### src/rtl/writeback_regfile_pkg.sv
// Shared CPU state/opcode encodings and register-file sizing for the writeback stage.
// Used by every file of writeback_regfile (optional WB_BYPASS_EN forwarding lives in the top).
package writeback_regfile_pkg;

    typedef enum logic [2:0] {
        STATE_IF  = 3'd0,
        STATE_ID  = 3'd1,
        STATE_EX  = 3'd2,
        STATE_MEM = 3'd3,
        STATE_WB  = 3'd4
    } cpu_state_e;

    localparam logic [5:0] OP_RTYPE = 6'h00;
    localparam logic [5:0] OP_J     = 6'h02;
    localparam logic [5:0] OP_BEQ   = 6'h04;
    localparam logic [5:0] OP_ADDI  = 6'h08;
    localparam logic [5:0] OP_LW    = 6'h23;
    localparam logic [5:0] OP_SW    = 6'h2B;

    localparam int REG_ADDR_W = 5;

endpackage

### src/rtl/writeback_regfile_if.sv
// Bus between the multi-cycle CPU control/datapath and the writeback register file.
// The CPU side uses the master modport, the register file the slave modport.
interface writeback_regfile_if
    import writeback_regfile_pkg::*;
#(
    parameter int DW    = 8,
    parameter int CNT_W = 16
);
    logic [2:0]            state;
    logic [5:0]            opcode;
    logic [REG_ADDR_W-1:0] rt_addr;
    logic [REG_ADDR_W-1:0] rd_addr;
    logic [DW-1:0]         alu_result;
    logic [DW-1:0]         result_lw;
    logic [REG_ADDR_W-1:0] rs_raddr;
    logic [REG_ADDR_W-1:0] rt_raddr;
    logic [DW-1:0]         rs_rdata;
    logic [DW-1:0]         rt_rdata;
    logic                  wb_valid;
    logic [REG_ADDR_W-1:0] wb_dest;
    logic [CNT_W-1:0]      wb_count;

    modport master (
        output state, opcode, rt_addr, rd_addr, alu_result, result_lw, rs_raddr, rt_raddr,
        input  rs_rdata, rt_rdata, wb_valid, wb_dest, wb_count
    );

    modport slave (
        input  state, opcode, rt_addr, rd_addr, alu_result, result_lw, rs_raddr, rt_raddr,
        output rs_rdata, rt_rdata, wb_valid, wb_dest, wb_count
    );

endinterface

### src/rtl/writeback_regfile_regfile_2r1w.sv
// NREGS x DW register storage: two asynchronous read ports, one synchronous write port,
// asynchronous clear, register 0 reads as zero and is never written.
module regfile_2r1w
    import writeback_regfile_pkg::*;
#(
    parameter int NREGS = 32,
    parameter int DW    = 8
) (
    input  logic                  clk,
    input  logic                  rst_n,
    input  logic                  we_i,
    input  logic [REG_ADDR_W-1:0] waddr_i,
    input  logic [DW-1:0]         wdata_i,
    input  logic [REG_ADDR_W-1:0] raddrA_i,
    input  logic [REG_ADDR_W-1:0] raddrB_i,
    output logic [DW-1:0]         rdataA_o,
    output logic [DW-1:0]         rdataB_o
);

    logic [DW-1:0] mem_q [NREGS];

    always_ff @(posedge clk or negedge rst_n) begin
        if (!rst_n) begin
            for (int i = 0; i < NREGS; i++) begin
                mem_q[i] <= '0;
            end
        end else if (we_i && (waddr_i != '0)) begin
            mem_q[waddr_i] <= wdata_i;
        end
    end

    assign rdataA_o = (raddrA_i == '0) ? '0 : mem_q[raddrA_i];
    assign rdataB_o = (raddrB_i == '0) ? '0 : mem_q[raddrB_i];

endmodule

### src/rtl/writeback_regfile.sv
// Writeback stage of the multi-cycle CPU: commits load or ALU results into the register file
// in STATE_WB and counts commits. Define WB_BYPASS_EN to forward the commit data to the read ports.
module writeback_regfile
    import writeback_regfile_pkg::*;
#(
    parameter int NREGS = 32,
    parameter int DW    = 8,
    parameter int CNT_W = 16
) (
    input  logic                clk,
    input  logic                rst_n,
    writeback_regfile_if.slave  bus
);

    logic                  commitWe;
    logic [REG_ADDR_W-1:0] commitAddr;
    logic [DW-1:0]         commitData;
    logic [DW-1:0]         rsStored;
    logic [DW-1:0]         rtStored;

    logic                  wbValid_q;
    logic [REG_ADDR_W-1:0] wbDest_q;
    logic [REG_ADDR_W-1:0] wbDest_d;
    logic [CNT_W-1:0]      wbCount_q;
    logic [CNT_W-1:0]      wbCount_d;

    // A commit is any writing opcode seen in STATE_WB, even when it targets r0.
    always_comb begin
        commitWe   = 1'b0;
        commitAddr = '0;
        commitData = '0;
        if (bus.state == STATE_WB) begin
            case (bus.opcode)
                OP_LW: begin
                    commitWe   = 1'b1;
                    commitAddr = bus.rt_addr;
                    commitData = bus.result_lw;
                end
                OP_ADDI: begin
                    commitWe   = 1'b1;
                    commitAddr = bus.rt_addr;
                    commitData = bus.alu_result;
                end
                OP_RTYPE: begin
                    commitWe   = 1'b1;
                    commitAddr = bus.rd_addr;
                    commitData = bus.alu_result;
                end
                default: begin
                    commitWe   = 1'b0;
                end
            endcase
        end
    end

    regfile_2r1w #(
        .NREGS (NREGS),
        .DW    (DW)
    ) u_regfile (
        .clk      (clk),
        .rst_n    (rst_n),
        .we_i     (commitWe),
        .waddr_i  (commitAddr),
        .wdata_i  (commitData),
        .raddrA_i (bus.rs_raddr),
        .raddrB_i (bus.rt_raddr),
        .rdataA_o (rsStored),
        .rdataB_o (rtStored)
    );

`ifdef WB_BYPASS_EN
    always_comb begin
        bus.rs_rdata = rsStored;
        bus.rt_rdata = rtStored;
        if (commitWe && (commitAddr != '0)) begin
            if (bus.rs_raddr == commitAddr) bus.rs_rdata = commitData;
            if (bus.rt_raddr == commitAddr) bus.rt_rdata = commitData;
        end
    end
`else
    assign bus.rs_rdata = rsStored;
    assign bus.rt_rdata = rtStored;
`endif

    // Counter saturates at all-ones rather than wrapping.
    always_comb begin
        wbDest_d  = commitWe ? commitAddr : wbDest_q;
        wbCount_d = wbCount_q;
        if (commitWe && (wbCount_q != '1)) begin
            wbCount_d = wbCount_q + CNT_W'(1);
        end
    end

    always_ff @(posedge clk or negedge rst_n) begin
        if (!rst_n) begin
            wbValid_q <= 1'b0;
            wbDest_q  <= '0;
            wbCount_q <= '0;
        end else begin
            wbValid_q <= commitWe;
            wbDest_q  <= wbDest_d;
            wbCount_q <= wbCount_d;
        end
    end

    assign bus.wb_valid = wbValid_q;
    assign bus.wb_dest  = wbDest_q;
    assign bus.wb_count = wbCount_q;

endmodule
### src/flat_wrapper.sv
// flat-port wrapper written by rule: the top's interface ports become plain ports
module writeback_regfile_flat import writeback_regfile_pkg::*;
#(
    parameter int NREGS = 32,
    parameter int DW    = 8,
    parameter int CNT_W = 16
)
  (clk, rst_n, bus_state, bus_opcode, bus_rt_addr, bus_rd_addr, bus_alu_result, bus_result_lw, bus_rs_raddr, bus_rt_raddr, bus_rs_rdata, bus_rt_rdata, bus_wb_valid, bus_wb_dest, bus_wb_count);
  writeback_regfile_if #(.DW(DW), .CNT_W(CNT_W)) bus_i ();
  input  logic clk;
  input  logic rst_n;
  input wire logic [$bits(bus_i.state)-1:0] bus_state;
  input wire logic [$bits(bus_i.opcode)-1:0] bus_opcode;
  input wire logic [$bits(bus_i.rt_addr)-1:0] bus_rt_addr;
  input wire logic [$bits(bus_i.rd_addr)-1:0] bus_rd_addr;
  input wire logic [$bits(bus_i.alu_result)-1:0] bus_alu_result;
  input wire logic [$bits(bus_i.result_lw)-1:0] bus_result_lw;
  input wire logic [$bits(bus_i.rs_raddr)-1:0] bus_rs_raddr;
  input wire logic [$bits(bus_i.rt_raddr)-1:0] bus_rt_raddr;
  output wire logic [$bits(bus_i.rs_rdata)-1:0] bus_rs_rdata;
  output wire logic [$bits(bus_i.rt_rdata)-1:0] bus_rt_rdata;
  output wire logic [$bits(bus_i.wb_valid)-1:0] bus_wb_valid;
  output wire logic [$bits(bus_i.wb_dest)-1:0] bus_wb_dest;
  output wire logic [$bits(bus_i.wb_count)-1:0] bus_wb_count;
  assign bus_i.state = bus_state;
  assign bus_i.opcode = bus_opcode;
  assign bus_i.rt_addr = bus_rt_addr;
  assign bus_i.rd_addr = bus_rd_addr;
  assign bus_i.alu_result = bus_alu_result;
  assign bus_i.result_lw = bus_result_lw;
  assign bus_i.rs_raddr = bus_rs_raddr;
  assign bus_i.rt_raddr = bus_rt_raddr;
  assign bus_rs_rdata = bus_i.rs_rdata;
  assign bus_rt_rdata = bus_i.rt_rdata;
  assign bus_wb_valid = bus_i.wb_valid;
  assign bus_wb_dest = bus_i.wb_dest;
  assign bus_wb_count = bus_i.wb_count;
  writeback_regfile #(.NREGS(NREGS), .DW(DW), .CNT_W(CNT_W)) u_core (.clk(clk), .rst_n(rst_n), .bus(bus_i));
endmodule
### config.mk
export PLATFORM = sky130hd
export DESIGN_NAME = writeback_regfile_flat
export DESIGN_NICKNAME = d
export VERILOG_FILES = /design/src/rtl/writeback_regfile_pkg.sv /design/src/rtl/writeback_regfile_if.sv /design/src/rtl/writeback_regfile_regfile_2r1w.sv /design/src/rtl/writeback_regfile.sv /design/src/flat_wrapper.sv
export SDC_FILE = /design/constraint.sdc
export NUM_CORES = 1
export LEC_CHECK = 0
export ABC_CLOCK_PERIOD_IN_PS = 3800
export BUFFER_PORTS_ARGS = -buffer_cell sky130_fd_sc_hd__buf_2
export CELL_PAD_IN_SITES_DETAIL_PLACEMENT = 0
export CELL_PAD_IN_SITES_GLOBAL_PLACEMENT = 2
export CORE_AREA = 2 2 180 182
export DETAILED_ROUTE_END_ITERATION = 10
export DIE_AREA = 0 0 182 184
export PLACE_DENSITY = 0.85
export SLEW_MARGIN = 20
export SYNTH_ARGS = -nofsm -noshare
export SYNTH_HDL_FRONTEND = slang
export SYNTH_SLANG_ARGS = --single-unit
### constraint.sdc
create_clock -name clk -period 3.8 [get_ports clk]
set_input_delay 0.38 -clock clk [delete_from_list [all_inputs] [get_ports clk]]
set_output_delay 0.38 -clock clk [all_outputs]
set_load 0.01 [all_outputs]
==> summary.log, run 1 <==
qor: placement.place.port_buffers 84
qor: critical_path.crit_family multiplexers
qor: critical_path.critical-path-top-cell-by-count mux4_2
qor: critical_path.crit_path_end_kind primary output
qor: global_routing.grt_start_max_net_pins 84
qor: critical_path.setup.worst_path.class input pin to primary output
qor: hold_path.hold_path.class input pin to flip-flop
qor: die.effective_utilization_at_floorplan 0.485
qor: synthesis.synthesis.yosys.warnings 0
qor: sta.unrepaired_setup_endpoints_after_global_routing no
qor: cts.cts_sinks 278
qor: sta.max_slew.worst_pin.slew 856 ps
qor: finish.area_growth 14.1%
qor: sta.finalSetupViolations 0
qor: cts.numCtsBuffers 31
qor: synthesis.syn-instance-count 999
qor: critical_path.cp_max_stage_cell mux4_2
qor: critical_path.cpPeakStageDelay 580 ps
qor: synthesis.postSynthAreaPerCell 15.2 µm²
qor: die.core-area 31400 µm²
qor: synthesis.yosys.cell_types.count 68
qor: critical_path.worst-r2r-setup-slack 1890 ps
qor: cts.max_buffers_root_to_sink 3
qor: placement.place_hpwl 27400 µm
qor: pwr.static-leakage-power 8.18 nW
qor: cts.post_cts.repair.setup_buffers 0
qor: placement.gp_congestion 0.866
qor: die.num_rows 65
qor: critical_path.critPathArrivalTime 2890 ps
qor: synthesis.synth_enable_flop_cells 0
qor: synthesis.postSynthNetCount 1047
qor: pwr.design_power_total 0.00659 W
qor: sta.fmax 0.306 GHz
qor: sta.finalWorstSetupSlack 533 ps
qor: global_routing.initial_antenna_violation_count 3
qor: job.max_cap_viol_count 0
qor: critical_path.cp_cell_sequence buf_4 -> mux4_2 -> mux4_2 -> a21oi_1 -> o21ai_0 -> buf_2
qor: finish.area_used_by_multi_input_combinational_logic 7890 µm²
qor: cts.ctsHtreeMaxLevel 1
qor: critical_path.ff2ff_path_depth 5
qor: placement.dpl_worst_slack 586 ps
qor: sta.hold_slack 242 ps
qor: global_routing.grt_first_pass_wirelength 62600 µm
qor: global_routing.grt_pass1_vias 9830
qor: sta.hold_viol 0
qor: finish.fillers 2567
qor: critical_path.path_depth 6
qor: sta.final.setup.tns 0 ps
qor: hold_path.hold_path_cell_cnt 3
qor: drt.antenna_left 0
qor: die.floorplan.die.height 184 µm
qor: die.floorplan.die.width 182 µm
qor: cts.clk_root_buffer_cell clkbuf_16
qor: synthesis.yosysSeqAreaShare 0.457
qor: global_routing.global_route.overflow_total 0
qor: global_routing.globalRouteTotalUtil 0.253
qor: pwr.max-vdd-ir-drop 0.000373 V
qor: critical_path.critical_path_rt 3420 ps
qor: drt.vias_per_cell 6.42
qor: synthesis.synth_top_flop_cell dfrtp_1
qor: drt.wl 41100 µm
qor: cts.tritoncts_clock_tree built
qor: finish.layout-drive-gt1-share 0.563
qor: cts.post_cts_resize_count 0
qor: synthesis.async_reset_ff_frac 1.00
qor: synthesis.synth_area 15200 µm²
qor: die.pin_count 85
qor: cts.clkLatencyLatePin 580 ps
qor: sta.max_slew_margin_vs_limit 0.427
qor: finish.seq_area 6960 µm²
qor: finish.final_cell_count_no_fill 1506
qor: finish.num-nets-final 1126
qor: drt.num_vias 9669
qor: drt.drt_first_iter_violations 683
qor: sta.period_share 0.860
qor: pwr.power.density 379 nW/µm²
qor: critical_path.cp-start-kind input pin
qor: run_status.status finished clean
qor: drt.post-route-drc-count 0
qor: synthesis.synth-seq-cells 278
qor: sta.fin_crit 3270 ps
qor: drt.detail_route.first_pass.iterations 5
qor: cts.clkSlewWorstSetupHoldPaths 70 ps
qor: sta.finalClockSkew 7.57 ps
qor: placement.dpl.cell_count 1446
qor: critical_path.cp.buffers_inverters 2
qor: critical_path.worst-path-max-fanout 31
qor: die.die_area 33500 µm²
qor: drt.drt-wirelength-per-cell 27.3 µm
qor: sta.final_slew_violations 0
-- synthesized netlist by cell type (3+ instances only) --
master / count / share of area
a21o_1: 10 / 0.0049
a21oi_1: 9 / 0.0030
a22oi_1: 8 / 0.0039
and3_1: 4 / 0.0016
and4_1: 3 / 0.0017
buf_1: 9 / 0.0022
buf_2: 20 / 0.0066
clkbuf_1: 52 / 0.013
dfrtp_1: 278 / 0.46
inv_1: 8 / 0.0020
mux2_1: 4 / 0.0030
mux2_2: 245 / 0.18
mux2i_1: 32 / 0.021
mux4_2: 144 / 0.21
nand2_1: 11 / 0.0027
nand2_2: 6 / 0.0025
nand3_1: 22 / 0.0072
nand3_2: 4 / 0.0026
nand4_1: 7 / 0.0029
nand4_2: 4 / 0.0033
nor2_1: 24 / 0.0059
o21ai_0: 10 / 0.0033
o22a_1: 3 / 0.0017
o22ai_1: 12 / 0.0049
or3_1: 4 / 0.0016
xnor2_1: 13 / 0.0075
-- logic make-up (layout without fill, tap and decap cells) --
kind of cell               count (synthesis)  after routing  synth area share
buffers and inverters                     92            196            0.0253
xor gates and xnor gates                  15             15           0.00863
other                                      0              1                 0
AOI/OAI and AO/OA                         75             75            0.0419
and+or+nand+nor                          113            113            0.0477
DFF                                      278            278             0.457
muxes                                    425            425             0.418
adders and majority gates                  1              1          0.000822
-- cells in the final DEF (no fill, tap or decap), drive strengths merged, types with 4 or more instances in the layout --
master / count
nand3: 26
a21o: 10
inv: 10
mux2: 249
o211ai: 5
o21ai: 13
or3: 4
clkinv: 8
nor2: 25
nor3: 4
a21oi: 9
nand4: 11
and3: 4
o22ai: 14
mux2i: 32
dfrtp: 278
buf: 129
xnor2: 13
mux4: 144
a22oi: 8
clkbuf: 40
bufinv: 5
nand2: 17
-- worst min-delay path, cell delays in order --
cell,delay (ps)
buf_2,100
nor3b_2,90
a22o_1,210
-- flip-flops by register name (all words and copies together) (netlist names) --
| signal | cells |
|---|---|
| u_core.bus.wb_count | 16 |
| u_core.bus.wb_dest | 5 |
| u_core.bus.wb_valid | 1 |
| u_core.u_regfile.mem_q | 256 |
-- per-layer routing --
| layer | wire length, µm | track usage | up-vias | part of all wire |
|---|---|---|---|---|
| met4 | 1010 | 0.0635 | 0 | 0.025 |
| li1 | - | - | 4088 | - |
| met1 | 17300 | 0.350 | 5217 | 0.42 |
| met5 | 0 | 0 | - | 0 |
| met2 | 20100 | 0.419 | 289 | 0.49 |
| met3 | 2760 | 0.0416 | 75 | 0.067 |
-- where the power goes --
group          leakage, nW  switching, W  internal (W)
Combinational         3.74      0.000233      0.000132
Clock                0.552       0.00126       0.00199
Sequential            3.88    0.00000770       0.00297
Total                 8.18       0.00150       0.00509
-- cell type report --
| cell class | count | area share |
|---|---|---|
| tap | 402 | 0.0290 |
| clock buffer | 40 | 0.0512 |
| antenna | 1 | 0.000144 |
| sequential | 278 | 0.401 |
| timing repair buffer | 130 | 0.0494 |
| clock inverter | 18 | 0.0135 |
| multi-input combinational | 629 | 0.455 |
| inverter | 8 | 0.00173 |
-- repair_timing --
| action | 4_1_cts | 5_1_grt |
|---|---|---|
| hold buffers | 1 | 0 |
| hold endpoints to repair | 76 | 0 |
| endpoints found under the setup margin | 0 | 0 |
-- metrics by stage --
step | utilization | area [µm²]
after floorplan | - | 15200
after global placement | 0.517 | 16200
after detailed placement | 0.517 | 16200
after CTS | 0.553 | 17400
after global routing | 0.553 | 17400
final | 0.553 | 17400
-- final timing paths --
path / end / from
worst max-delay path: bus_rt_rdata[0] / bus_rt_raddr[0]
worst min-delay path: u_core.bus.wb_dest[3] / bus_state[1]
worst max register to register: u_core.bus.wb_count[1] / u_core.bus.wb_count[2]
worst min register to register: u_core.u_regfile.mem_q[254] / u_core.u_regfile.mem_q[254]
max in group asynchronous: u_core.u_regfile.mem_q[9] / rst_n
min in group asynchronous: u_core.bus.wb_count[3] / rst_n
(Power assumes the default switching activity.)
==> run 2, diff against run 1 <==
Settings changed: PLACE_DENSITY 0.85 to 0.89.
==> run 2 against run 1 <==
Net effect:
- cell area is 1.2% lower
- critical path depth is 1 higher
- power is 4.4% lower
- critical endpoint is now bus_rt_rdata[7]
- largest cell class unchanged
- largest power group is now registers
==> summary.log, run 2 (synthesis gave the netlist of run 1 again) <==
qor: drt.drt_first_iter_violations 769 [+13%]
qor: finish.num-nets-final 1113 [-1.2%]
qor: drt.antenna_left 0 [unchanged]
qor: cts.tritoncts_clock_tree built
qor: sta.fmax 0.316 GHz [+3.1%]
qor: global_routing.global_route.overflow_total 0 [unchanged]
qor: critical_path.critPathArrivalTime 2790 ps [-100 ps]
qor: cts.cts_sinks 278 [unchanged]
qor: placement.dpl_worst_slack 629 ps [+42.6 ps]
qor: pwr.max-vdd-ir-drop 0.000349 V [-6.3%]
qor: die.floorplan.die.height 184 µm [unchanged]
qor: sta.max_slew_margin_vs_limit 0.379 [-0.0478]
qor: sta.finalClockSkew 4.36 ps [-3.21 ps]
qor: cts.clkSlewWorstSetupHoldPaths 60 ps [about the same]
qor: global_routing.grt_pass1_vias 9743 [-0.89%]
qor: pwr.static-leakage-power 8.06 nW [-1.4%]
qor: drt.wl 40500 µm [-1.5%]
qor: die.effective_utilization_at_floorplan 0.485 [unchanged]
qor: global_routing.initial_antenna_violation_count 5 [+2]
qor: drt.num_vias 9585 [-0.87%]
qor: global_routing.grt_start_max_net_pins 115 [+37%]
qor: critical_path.cp.buffers_inverters 3 [+1]
qor: finish.layout-drive-gt1-share 0.553 [-0.0102]
qor: critical_path.cp_cell_sequence buf_4 -> buf_12 -> mux4_2 -> mux4_2 -> a21oi_1 -> o21ai_0 -> buf_2
qor: critical_path.cp_max_stage_cell mux4_2
qor: drt.highest-signal-layer met5
qor: drt.met3_wirelength 2520 µm [-8.7%]
qor: critical_path.setup.worst_path.class input pin to primary output
qor: cts.post_cts_resize_count 0 [unchanged]
qor: die.pin_count 85 [unchanged]
qor: die.num_rows 65 [unchanged]
qor: sta.period_share 0.834 [-0.0261]
qor: global_routing.grt_first_pass_wirelength 61900 µm [-0.97%]
qor: cts.max_buffers_root_to_sink 3 [unchanged]
qor: drt.vias_per_cell 6.42 [about the same]
qor: drt.drt-wirelength-per-cell 27.1 µm [-0.59%]
qor: sta.hold_viol 0 [unchanged]
qor: placement.place.port_buffers 84 [unchanged]
qor: finish.largest_register u_core.u_regfile.mem_q
qor: finish.highest_count_cells_in_the_layout_ignoring_fill_and_taps dfrtp_1, mux2_2, mux4_2, buf_2, mux2i_1
qor: cts.ctsHtreeMaxLevel 1 [unchanged]
qor: die.floorplan.die.width 182 µm [unchanged]
qor: run_status.status finished clean
qor: hold_path.hold_path.class input pin to flip-flop
qor: finish.number_of_flip_flops_under_the_largest_register_name 256 [unchanged]
qor: placement.gp_congestion 0.874 [+0.84%]
qor: critical_path.cp-start-kind input pin
qor: drt.wl_met2 20100 µm [+0.12%]
qor: die.core-area 31400 µm² [unchanged]
qor: finish.area_growth 12.7%
qor: sta.fin_crit 3170 ps [-99.1 ps]
qor: finish.mostFrequentLayoutCell dfrtp_1
qor: sta.final.setup.tns 0 ps [unchanged]
qor: global_routing.globalRouteTotalUtil 0.249 [-0.00384]
qor: drt.drt-met1-wl 16700 µm [-3.3%]
qor: sta.max_slew.worst_pin.slew 932 ps [+75.5 ps]
qor: critical_path.critical_path_rt 3420 ps [about the same]
qor: cts.clk_root_buffer_cell clkbuf_16
qor: critical_path.crit_family multiplexers
qor: drt.detail_route.first_pass.iterations 5 [unchanged]
qor: critical_path.worst-path-max-fanout 28 [-9.7%]
qor: critical_path.critical-path-top-cell-by-count mux4_2
qor: finish.fillers 2573 [+0.23%]
qor: sta.final_slew_violations 0 [unchanged]
qor: critical_path.crit_path_end_kind primary output
qor: cts.clkLatencyLatePin 570 ps [about the same]
qor: sta.unrepaired_setup_endpoints_after_global_routing no
qor: die.die_area 33500 µm² [unchanged]
qor: sta.finalSetupViolations 0 [unchanged]
qor: sta.finalWorstSetupSlack 632 ps [+99.1 ps]
qor: placement.place_hpwl 27800 µm [+1.5%]
qor: drt.post-route-drc-count 0 [unchanged]
qor: job.max_cap_viol_count 0 [unchanged]
qor: cts.numCtsBuffers 30 [-3.2%]
qor: critical_path.cpPeakStageDelay 560 ps [-20 ps]
qor: pwr.power.density 367 nW/µm² [-3.2%]
[run 2: changes by cell type in the layout (fill, tap and decap cells not counted), moves of 2 or more]
cell / before / now
inv_6: 2 / 0
bufinv_16: 5 / 2
buf_4: 41 / 30
clkbuf_1: 1 / 6
[run 2: layout make-up]
| cell class | instances | area, µm² | area share |
|---|---|---|---|
| multi-input cells | 629 | 7890 | 0.460 |
| well taps | 402 | 503 | 0.0293 |
| diodes | 1 | 2.50 | 0.000146 |
| clock inverters | 12 | 126 | 0.00737 |
| clock buffers | 44 | 883 | 0.0515 |
| repair buffers | 118 | 756 | 0.0441 |
| inverters | 8 | 30.0 | 0.00175 |
| flip-flops and latches | 278 | 6960 | 0.406 |
[run 2: worst min-delay path, cell delays in order]
cell,delay [ps]
buf_2,110
nor3b_2,100
a22o_1,210
[run 2: layer usage]
layer,up-vias,GRT usage
li1,4062,-
met5,-,0
met2,287,0.413
met4,8,0.0745
met1,5158,0.334
met3,70,0.0503
[run 2: path summary, 6_finish.rpt]
path / startpoint / to / slack (ps) / cells after the start
worst max-delay path: bus_rt_raddr[0] / bus_rt_rdata[7] / 630 / 7
worst max register to register: u_core.bus.wb_count[2] / u_core.bus.wb_count[1] / 1880 / 5
worst min register to register: u_core.u_regfile.mem_q[249] / u_core.u_regfile.mem_q[249] / 390 / 0
worst min-delay path: bus_state[0] / u_core.bus.wb_dest[3] / 270 / 3
min in group asynchronous: rst_n / u_core.bus.wb_dest[4] / 470 / 2
max in group asynchronous: rst_n / u_core.u_regfile.mem_q[209] / 2220 / 3
[run 2: per-stage QoR]
stage               cells  area, µm²  hold slack, ps  utilization  power (W)
floorplan             999      15200            84.4            -    0.00322
global placement     1434      16100             377        0.514    0.00339
detailed placement   1434      16100             384        0.514    0.00340
CTS                  1491      17100             254        0.546    0.00636
global route         1491      17100             280        0.546    0.00651
finish               1492      17200             269        0.546    0.00630
[run 2: repair_timing]
item / CTS / global route
endpoints found under the hold margin: 109 / 0
setup buffers: 0 / 0
hold buffers: 1 / 0
[run 2: power by group]
part / total [W] / switching, W / leakage (nW) / internal (W)
sequential: 0.00298 / 0.00000663 / 3.88 / 0.00297
clock: 0.00296 / 0.00122 / 0.497 / 0.00174
combinational: 0.000359 / 0.000232 / 3.68 / 0.000127
total: 0.00630 / 0.00146 / 8.06 / 0.00484
==> run 3, diff against run 2 <==
Settings changed: ABC_CLOCK_PERIOD_IN_PS 3800 to 3150, CORE_AREA 2 2 180 182 to 2 2 187 189, DIE_AREA 0 0 182 184 to 0 0 189 191, PLACE_DENSITY 0.89 to 0.83.
Clock period 3.8 ns to 3.15 ns, I/O delays scaled along.
==> run 3 against run 2 <==
Net effect:
- non-clock buffer count up 25
- power is 22% higher
- register-to-register slack got worse by 650 ps
- worst setup slack got worse by 460 ps
- clock skew increased by 7.0 ps
- core utilization decreased by 3.4 points
- sequential share of layout area down 0.80 points
- sequential power up 20%
- cell area up 2.0%
- global-route usage fell by 1.7 points
- routed wire length is 1.4% higher
==> summary.log, run 3 (synthesis gave the netlist of run 1 again) <==
qor: sta.max_slew_margin_vs_limit 0.510 [+0.131]
qor: global_routing.globalRouteTotalUtil 0.232 [-0.0169]
qor: finish.num-nets-final 1139 [+2.3%]
qor: critical_path.setup.worst_path.class flip-flop to primary output
qor: sta.hold_viol 0 [unchanged]
qor: drt.post-route-drc-count 0 [unchanged]
qor: pwr.max-vdd-ir-drop 0.000457 V [+31%]
qor: placement.place_hpwl 28300 µm [+1.7%]
qor: die.pin_count 85 [unchanged]
qor: critical_path.critical_path_rt 2830 ps [-590 ps]
qor: sta.finalSetupViolations 0 [unchanged]
qor: finish.layout-drive-gt1-share 0.560 [+0.00734]
qor: job.max_cap_viol_count 0 [unchanged]
qor: cts.post_cts_resize_count 0 [unchanged]
qor: die.floorplan.die.height 191 µm [+3.8%]
qor: finish.number_of_flip_flops_under_the_largest_register_name 256 [unchanged]
qor: critical_path.cp-start-kind flip-flop
qor: sta.max_slew.worst_pin.slew 735 ps [-197 ps]
qor: drt.num_vias 9576 [-0.094%]
qor: sta.final_slew_violations 0 [unchanged]
qor: critical_path.crit_path_end_kind primary output
qor: cts.clkSlewWorstSetupHoldPaths 60 ps [about the same]
qor: sta.fin_crit 2980 ps
qor: global_routing.grt_pass1_vias 9922 [+1.8%]
qor: cts.cts_sinks 278 [unchanged]
qor: drt.wl 41100 µm [+1.4%]
qor: drt.drt-wirelength-per-cell 26.1 µm [-3.7%]
qor: die.core-area 34100 µm² [+8.7%]
qor: die.effective_utilization_at_floorplan 0.446 [-0.0387]
qor: critical_path.worst-path-max-fanout 3 [-89%]
qor: pwr.power.density 439 nW/µm² [+20%]
qor: global_routing.grt_start_max_net_pins 84 [-27%]
qor: cts.max_buffers_root_to_sink 3 [unchanged]
qor: die.die_area 36100 µm² [+7.8%]
qor: global_routing.global_route.overflow_total 0 [unchanged]
qor: placement.place.port_buffers 84 [unchanged]
qor: sta.final.setup.tns 0 ps [unchanged]
qor: critical_path.critPathArrivalTime 2660 ps [-130 ps]
qor: finish.area_growth 15.0%
qor: hold_path.hold_path.class input pin to flip-flop
qor: hold_path.hold_path_cell_cnt 4 [+1]
qor: pwr.static-leakage-power 8.21 nW [+1.8%]
qor: critical_path.ff2ff_path_depth 5 [unchanged]
qor: die.num_rows 68 [+4.6%]
qor: sta.finalClockSkew 11.3 ps [+6.97 ps]
qor: cts.tritoncts_clock_tree built
qor: finish.fillers 2877 [+12%]
qor: finish.highest_count_cells_in_the_layout_ignoring_fill_and_taps dfrtp_1, mux2_2, mux4_2, buf_2, buf_4
qor: pwr.design_power_total 0.00768 W [+22%]
qor: die.floorplan.die.width 189 µm [+3.8%]
qor: placement.gp_congestion 0.844 [-3.4%]
qor: global_routing.initial_antenna_violation_count 1 [-4]
qor: cts.ctsHtreeMaxLevel 1 [unchanged]
qor: cts.clk_root_buffer_cell clkbuf_16
qor: sta.finalWorstSetupSlack 173 ps [-459 ps]
qor: cts.clkLatencyLatePin 570 ps [about the same]
qor: drt.vias_per_cell 6.10 [-5.1%]
qor: drt.antenna_left 0 [unchanged]
qor: placement.dpl_worst_slack 339 ps [-290 ps]
qor: drt.drt_first_iter_violations 608 [-21%]
qor: finish.largest_register u_core.u_regfile.mem_q
qor: sta.period_share 0.945
qor: sta.fmax 0.336 GHz
qor: sta.unrepaired_setup_endpoints_after_global_routing no
qor: run_status.status finished clean
qor: finish.mostFrequentLayoutCell dfrtp_1
qor: drt.detail_route.first_pass.iterations 5 [unchanged]
qor: global_routing.grt_first_pass_wirelength 62700 µm [+1.3%]
qor: cts.numCtsBuffers 31 [+3.3%]
[run 3: cell types whose count changed in the layout (fill, tap and decap cells not counted), sizes merged]
cell      change
clkinvlp      -2
diode         +1
inv           +1
clkinv        -6
clkbuf        +8
bufinv        -1
buf          +25
[run 3: path summary, 6_finish.rpt]
check	start	slack [ps]	to
min reg2reg	u_core.u_regfile.mem_q[252]	390	u_core.u_regfile.mem_q[252]
min in group asynchronous	rst_n	260	u_core.u_regfile.mem_q[244]
max in group asynchronous	rst_n	1950	u_core.u_regfile.mem_q[50]
max	u_core.u_regfile.mem_q[33]	170	bus_rt_rdata[1]
max reg2reg	u_core.bus.wb_count[2]	1230	u_core.bus.wb_count[1]
min	bus_state[1]	230	u_core.bus.wb_dest[0]
[run 3: per-stage QoR]
step / std cells / hold WS, ps / area (µm²) / util
5_1_grt: 1569 / 245 / 17500 / 0.513
3_3_place_gp: 1512 / 287 / 16500 / 0.482
3_5_place_dp: 1512 / 288 / 16500 / 0.482
4_1_cts: 1569 / 223 / 17500 / 0.513
2_1_floorplan: 999 / 19.4 / 15200 / -
6_report: 1571 / 232 / 17500 / 0.513
[run 3: timing repair]
action	4_1_cts	5_1_grt
hold buffers	1	0
setup buffers	0	0
endpoints found under the hold margin	55	0
[run 3: report_power, final]
group / leakage [nW] / internal, W / switching [W]
registers: 3.88 / 0.00358 / 0.00000889
clock network: 0.505 / 0.00216 / 0.00147
logic: 3.82 / 0.000168 / 0.000284
[run 3: routing by layer]
| metal | share of wire | global-route usage | vias to the layer above |
|---|---|---|---|
| met1 | 0.44 | 0.330 | 5080 |
| met4 | 0.027 | 0.0682 | 0 |
| li1 | - | - | 4115 |
| met2 | 0.46 | 0.354 | 326 |
| met5 | 0 | 0 | - |
| met3 | 0.072 | 0.0560 | 55 |
[run 3: cell type report]
type | count | area [µm²] | area share
diodes | 2 | 5.00 | 0.000286
clock buffers | 52 | 975 | 0.0557
clock inverters | 4 | 48.8 | 0.00279
inverters | 8 | 30.0 | 0.00172
multi-input cells | 629 | 7890 | 0.451
flip-flops and latches | 278 | 6960 | 0.398
well taps | 455 | 569 | 0.0325
repair buffers | 143 | 1020 | 0.0582
[run 3: critical path, stage by stage, from the launching register on]
cell and delay, ps:
dfrtp_1 390, mux4_2 530, mux4_2 530, a21oi_1 290
o21ai_0 190, buf_2 180
